$ cat src/rtl/miriscv_gpr_file.sv
// RV32IM general-purpose register file with a busy-bit scoreboard for long-latency results.
// Combinational read ports with optional same-cycle forwarding; x0 is hardwired to zero.
module miriscv_gpr_file #(
    parameter int GPR_ADDR_W   = 5,
    parameter int XLEN         = 32,
    parameter int NUM_RD_PORTS = 2,
    parameter bit BYPASS_EN    = 1'b1,
    parameter bit RESET_GPRS   = 1'b1
) (
    input  logic                                 clk_i,
    input  logic                                 rstn_i,
    input  logic [NUM_RD_PORTS*GPR_ADDR_W-1:0]   rd_addr_i,
    output logic [NUM_RD_PORTS*XLEN-1:0]         rd_data_o,
    output logic [NUM_RD_PORTS-1:0]              rd_busy_o,
    input  logic                                 wr_en_i,
    input  logic [GPR_ADDR_W-1:0]                wr_addr_i,
    input  logic [XLEN-1:0]                      wr_data_i,
    input  logic                                 res_en_i,
    input  logic [GPR_ADDR_W-1:0]                res_addr_i,
    input  logic                                 lwb_en_i,
    input  logic [GPR_ADDR_W-1:0]                lwb_addr_i,
    input  logic [XLEN-1:0]                      lwb_data_i,
    output logic [GPR_ADDR_W:0]                  busy_cnt_o,
    output logic                                 stray_wb_o
);

    localparam int NREGS = 2 ** GPR_ADDR_W;

    logic [XLEN-1:0]       r_regs [NREGS];
    logic [XLEN-1:0]       w_regs_next [NREGS];
    logic [NREGS-1:0]      r_busy;
    logic [NREGS-1:0]      w_busy_next;
    logic [GPR_ADDR_W:0]   r_busy_cnt;
    logic [GPR_ADDR_W:0]   w_busy_pop;
    logic                  r_stray;
    logic                  w_stray;

    // Writes and reservations to x0 are dropped up front so no later logic sees them.
    logic w_wr_en;
    logic w_res_en;
    logic w_lwb_en;

    assign w_wr_en  = wr_en_i  && (wr_addr_i  != '0);
    assign w_res_en = res_en_i && (res_addr_i != '0);
    assign w_lwb_en = lwb_en_i && (lwb_addr_i != '0);

    // Per-register next state: wr port beats lwb for data; reservation beats lwb for busy.
    generate
        for (genvar gi = 0; gi < NREGS; gi++) begin : g_reg
            if (gi == 0) begin : g_x0
                assign w_regs_next[gi] = '0;
                assign w_busy_next[gi] = 1'b0;
            end else begin : g_xn
                logic w_wr_hit;
                logic w_lwb_hit;
                logic w_res_hit;

                assign w_wr_hit  = w_wr_en  && (wr_addr_i  == GPR_ADDR_W'(gi));
                assign w_lwb_hit = w_lwb_en && (lwb_addr_i == GPR_ADDR_W'(gi));
                assign w_res_hit = w_res_en && (res_addr_i == GPR_ADDR_W'(gi));

                assign w_regs_next[gi] = w_wr_hit  ? wr_data_i  :
                                         w_lwb_hit ? lwb_data_i :
                                                     r_regs[gi];
                assign w_busy_next[gi] = w_res_hit ? 1'b1 :
                                         w_lwb_hit ? 1'b0 :
                                                     r_busy[gi];
            end
        end
    endgenerate

    always_comb begin
        w_busy_pop = '0;
        for (int i = 0; i < NREGS; i++) begin
            w_busy_pop = w_busy_pop + {{GPR_ADDR_W{1'b0}}, r_busy[i]};
        end
    end

    assign w_stray = w_lwb_en && !r_busy[lwb_addr_i];

    always_ff @(posedge clk_i) begin
        for (int i = 0; i < NREGS; i++) begin
            if (!rstn_i) begin
                if (RESET_GPRS) begin
                    r_regs[i] <= '0;
                end
            end else begin
                r_regs[i] <= w_regs_next[i];
            end
        end
    end

    always_ff @(posedge clk_i) begin
        if (!rstn_i) begin
            r_busy     <= '0;
            r_busy_cnt <= '0;
            r_stray    <= 1'b0;
        end else begin
            r_busy     <= w_busy_next;
            r_busy_cnt <= w_busy_pop;
            r_stray    <= w_stray;
        end
    end

    assign busy_cnt_o = r_busy_cnt;
    assign stray_wb_o = r_stray;

    // Read ports: forwarding makes a result usable by decode in the cycle it is written back.
    generate
        for (genvar gi = 0; gi < NUM_RD_PORTS; gi++) begin : g_rd
            logic [GPR_ADDR_W-1:0] w_addr;
            logic [XLEN-1:0]       w_data;
            logic                  w_busy;
            logic                  w_fwd_wr;
            logic                  w_fwd_lwb;

            assign w_addr    = rd_addr_i[gi*GPR_ADDR_W +: GPR_ADDR_W];
            assign w_fwd_wr  = BYPASS_EN && w_wr_en  && (wr_addr_i  == w_addr);
            assign w_fwd_lwb = BYPASS_EN && w_lwb_en && (lwb_addr_i == w_addr);

            always_comb begin
                w_data = r_regs[w_addr];
                w_busy = r_busy[w_addr];
                if (w_addr == '0) begin
                    w_data = '0;
                    w_busy = 1'b0;
                end else begin
                    if (w_fwd_wr) begin
                        w_data = wr_data_i;
                    end else if (w_fwd_lwb) begin
                        w_data = lwb_data_i;
                    end
                    if (w_fwd_lwb) begin
                        w_busy = 1'b0;
                    end
                end
            end

            assign rd_data_o[gi*XLEN +: XLEN] = w_data;
            assign rd_busy_o[gi]              = w_busy;
        end
    endgenerate

endmodule
$ cat config.mk
export PLATFORM = sky130hd
export DESIGN_NAME = miriscv_gpr_file
export DESIGN_NICKNAME = d
export VERILOG_FILES = /design/src/rtl/miriscv_gpr_file.sv
export SDC_FILE = /design/constraint.sdc
export NUM_CORES = 2
export LEC_CHECK = 0
export CORE_MARGIN = 2
export CORE_UTILIZATION = 35
export CTS_BUF_LIST = sky130_fd_sc_hd__clkbuf_4 sky130_fd_sc_hd__clkbuf_8
export DETAILED_ROUTE_END_ITERATION = 12
export MAX_ROUTING_LAYER = met4
export PLACE_DENSITY = 0.53
export SYNTH_ARGS = -nofsm -noshare
export SYNTH_HDL_FRONTEND = slang
export SYNTH_SLANG_ARGS = --single-unit
$ cat constraint.sdc
create_clock -name clk_i -period 6.1 [get_ports clk_i]
set_input_delay 1.83 -clock clk_i [delete_from_list [all_inputs] [get_ports clk_i]]
set_output_delay 1.83 -clock clk_i [all_outputs]
set_load 0.01 [all_outputs]
==> impl_metrics.yaml <==
synth:
  yosys_warnings: 0
  syn_inst: 6497
  yosys.cell_count.top_type: "nand2_1"
  synthFlopType: "edfxtp_1"
  synthDistinctLibCells: 59
  syn_avg_cell_area_um2: 10.1
  yosys-top-cells-count: "nand2_1 (2091), a21oi_1 (1035), edfxtp_1 (992)"
  yosysTopAreaCellShare: 0.453
  ys_seq_area_frac: 0.465
  synth-async-reset-ratio: 0
  ys_seq_elements: 1030
  synth_area_um2: 65700
  synth_edf_count: 992
  yosys-top-cells-area: "edfxtp_1 (45%), mux4_2 (16%), nand2_1 (12%), a21oi_1 (7.9%), mux2i_1 (3.2%)"
  synthesis.nets: 6621
  synth_top_cell_by_area: "edfxtp_1"
floorplan:
  pin_count: 167
  num_rows: 159
  die_width_um: 437
  die_h_um: 437
  die_area_um2: 191000
  start_util: 0.351
  coreArea_um2: 187000
layout:
  final_cell_count_no_fill: 9591
  drive_gt1_frac: 0.279
  fin_nets: 7066
  area_delta_synth_final_pct: 22.5
routing:
  wirelength_mm: 336
  drt_iter0_drc: 10500
  vias: 61300
  ant_nets: 0
  first_pass_iters: 12
  vias_per_cell: 6.39
  wl_per_cell_um: 35.0
  drc: 0
global_route:
  overflow: 0
  grt_pass1_wl_mm: 461
  grt_max_degree: 47
  grt_pass1_vias: 57900
  grt_antenna_before_repair: 15
  gr-usage-all-layers: 0.351
power:
  comb_power_share: 0.208
  leakage_nw: 30.0
  swShare: 0.309
  intPower_mw: 13.1
  pwr-share-clk: 0.347
  powerDensity_nw_per_um2: 236
  max-vdd-ir-drop_v: 0.000254
  pwr-share-seq: 0.444
  power_switching_mw: 5.85
timing:
  hold_viol: 0
  grt_setup_unrepaired: "true"
  fin_crit_ns: 6.11
  setup_slack_ns: -0.0146
  final.setup_skew_ns: 0.0260
  worst_pin_slew_ns: 1.22
  setup_violations: 4
  drv_slew: 0
  fin_tns_setup_ns: -0.0219
  fmax_mhz: 164
  relSlewSlack: 0.185
  finalCritPeriodShare: 1.00
job:
  max_cap_viol_count: 0
clock_network:
  numCtsBuffers: 183
  clkSinkCount: 1030
  clockRootBuffer: "clkbuf_8"
  htree_levels: 4
  ctsHoldBuffers: 0
  clockBufferDepth: 3
  clkSlewWorstSetupHoldPaths_ns: 0.05
  cts_tree: "yes"
  clk-insertion-delay-late_ns: 0.97
worst_setup_path:
  r2r_slack_ns: 0.90
  critPathCaptureType: "output port"
  worst-path-buf-inv: 4
  path_max_fanout: 19
  rr_worst_depth: 16
  cp-startpoint: "rd_addr_i[1]"
  start_kind: "primary input"
  crit_type: "primary input to output port"
  crit_end: "rd_data_o[19]"
  arrival_ns: 4.28
  slowest_stage: "mux2i_1"
  path_delay_family: "multiplexers"
  rr_endpoint: "busy_cnt_o[4]$_SDFF_PN0_"
  slowest_delay_ns: 0.51
  r2r-start: "r_busy[24]$_SDFFE_PN0P_"
  worst_path_most_repeated_cell: "buf_12"
  crit_chain: "buf_12 > buf_12 > buf_4 > mux4_2 > mux2i_1 > mux2_2 > a2111o_1 > a21oi_1 > dlygate4sd2_1"
  cp.required_ns: 4.27
  crit_cells: 9
place:
  io_buffer_count: 166
  routabilityCongestion: 1.02
  dp_hpwl_mm: 216
  post-place-cells: 9188
worst_hold_path:
  min_from: "r_busy[31]$_SDFFE_PN0P_"
  worstHoldPathType: "register to register"
outcome:
  violations: "negative setup slack"
  outcome: "complete, but fails checks"
==> how the worst min path moves through the flow <==
stage / endpoint / cells past startpoint / slack [ns]
after floorplan: r_busy[31]$_SDFFE_PN0P_ / 2 / 0.48
after global placement: r_busy[31]$_SDFFE_PN0P_ / 2 / 0.53
after detailed placement: r_busy[31]$_SDFFE_PN0P_ / 2 / 0.53
after CTS: r_busy[31]$_SDFFE_PN0P_ / 2 / 0.54
after global routing: r_busy[31]$_SDFFE_PN0P_ / 2 / 0.57
final: r_busy[31]$_SDFFE_PN0P_ / 2 / 0.54
==> registers in the layout, summed over array words and instances, names as in the netlist <==
signal / cells
stray_wb_o: 1
busy_cnt_o: 6
r_regs: 992
r_busy: 31
==> stage by stage <==
| stage | util | worst slack [ns] | cell area, um^2 | hold WS, ns | total power, mW |
|---|---|---|---|---|---|
| 2_1_floorplan | - | 0.478 | 65700 | 0.483 | 10.3 |
| 3_3_place_gp | 0.402 | -1.26 | 75200 | 0.528 | 12.2 |
| 3_5_place_dp | 0.402 | -1.10 | 75200 | 0.533 | 12.2 |
| 4_1_cts | 0.428 | -0.0223 | 80100 | 0.540 | 18.8 |
| 5_1_grt | 0.430 | -0.0243 | 80500 | 0.566 | 19.3 |
| 6_report | 0.430 | -0.0146 | 80500 | 0.537 | 19.0 |
==> logic make-up after synthesis <==
kind of cell | synth area share
DFF | 0.465
adders and majority gates | 0.00834
muxes | 0.201
and+or+nand+nor | 0.145
xor gates and xnor gates | 0.00293
buffers and inverters | 0.0532
AOI/OAI and AO/OA | 0.125
==> routing by layer <==
metal	global-route usage	part of all wire	vias up	wire length, um
li1	-	-	24500	-
met1	0.431	0.36	30400	121000
met2	0.530	0.45	5149	151000
met3	0.0884	0.12	1197	41200
met4	0.196	0.068	0	22900
met5	-	0	-	0
==> cell type report <==
cell class	count	area, um^2
Fill cell	17400	107000
Multi-Input combinational cell	4621	33200
Sequential cell	1030	30500
Timing Repair Buffer	1049	9880
Tap cell	2495	3120
Clock buffer	244	3010
Clock inverter	79	487
Inverter	57	216
Antenna cell	16	40.0
==> power groups by stage <==
| stage | clock network (mW) | logic (mW) | registers, mW |
|---|---|---|---|
| 2_1_floorplan | 0 | 1.80 | 8.46 |
| 3_3_place_gp | 0 | 3.65 | 8.54 |
| 3_5_place_dp | 0 | 3.66 | 8.56 |
| 4_1_cts | 6.58 | 3.79 | 8.42 |
| 5_1_grt | 6.86 | 4.02 | 8.46 |
| 6_report | 6.59 | 3.95 | 8.43 |
==> timing repair <==
item	in CTS	in global routing
gates cloned	6	3
gates resized for setup	343	79
buffers inserted	42	14
pin swaps	46	26
setup endpoints to repair	66	46
==> worst register-to-register path, cell delays in order (launching register included) <==
cell and delay [ns]:
dfxtp_1 0.42, inv_1 0.10, fa_1 0.50, fa_1 0.51, inv_1 0.05, fa_1 0.48
inv_1 0.05, fa_1 0.53, fa_1 0.43, fa_1 0.49, inv_1 0.05, fa_1 0.42
fa_1 0.47, a21o_1 0.17, a21oi_1 0.16, xor2_1 0.19, nor2_1 0.06
==> cells in the final DEF (no fill, tap or decap), drive strengths merged, types with 9 or more instances in the layout <==
cell type      netlist  layout
a31oi               10      10
xnor2               16      16
nor2               144     144
a311oi              18      18
clkinv               0      63
nor3                12      12
a21o                40      40
inv                 57      69
nor4                15      15
clkdlybuf4s15        0      10
fa                  23      23
a221o               16      16
o22ai               37      37
mux4               455     455
nand2             2091    2091
nand4                9       9
a21oi             1035    1035
nand3               63      63
o32a                10      10
o2111ai             11      11
buf                258     910
or4                 10      10
a2111oi             31      31
edfxtp             992     992
o221a               10      10
mux2                78      78
o21ai               10      10
dlygate4sd2          0      27
clkbuf             531     258
nand2b              12      12
a221oi              25      25
a22oi               70      70
clkdlybuf4s50        0      84
dfxtp               38      38
a211oi              24      24
o32ai               20      20
o221ai              20      20
diode                0      16
mux2i              209     209
nor2b               27      27
Note: power is estimated with default switching activity, not from simulation.
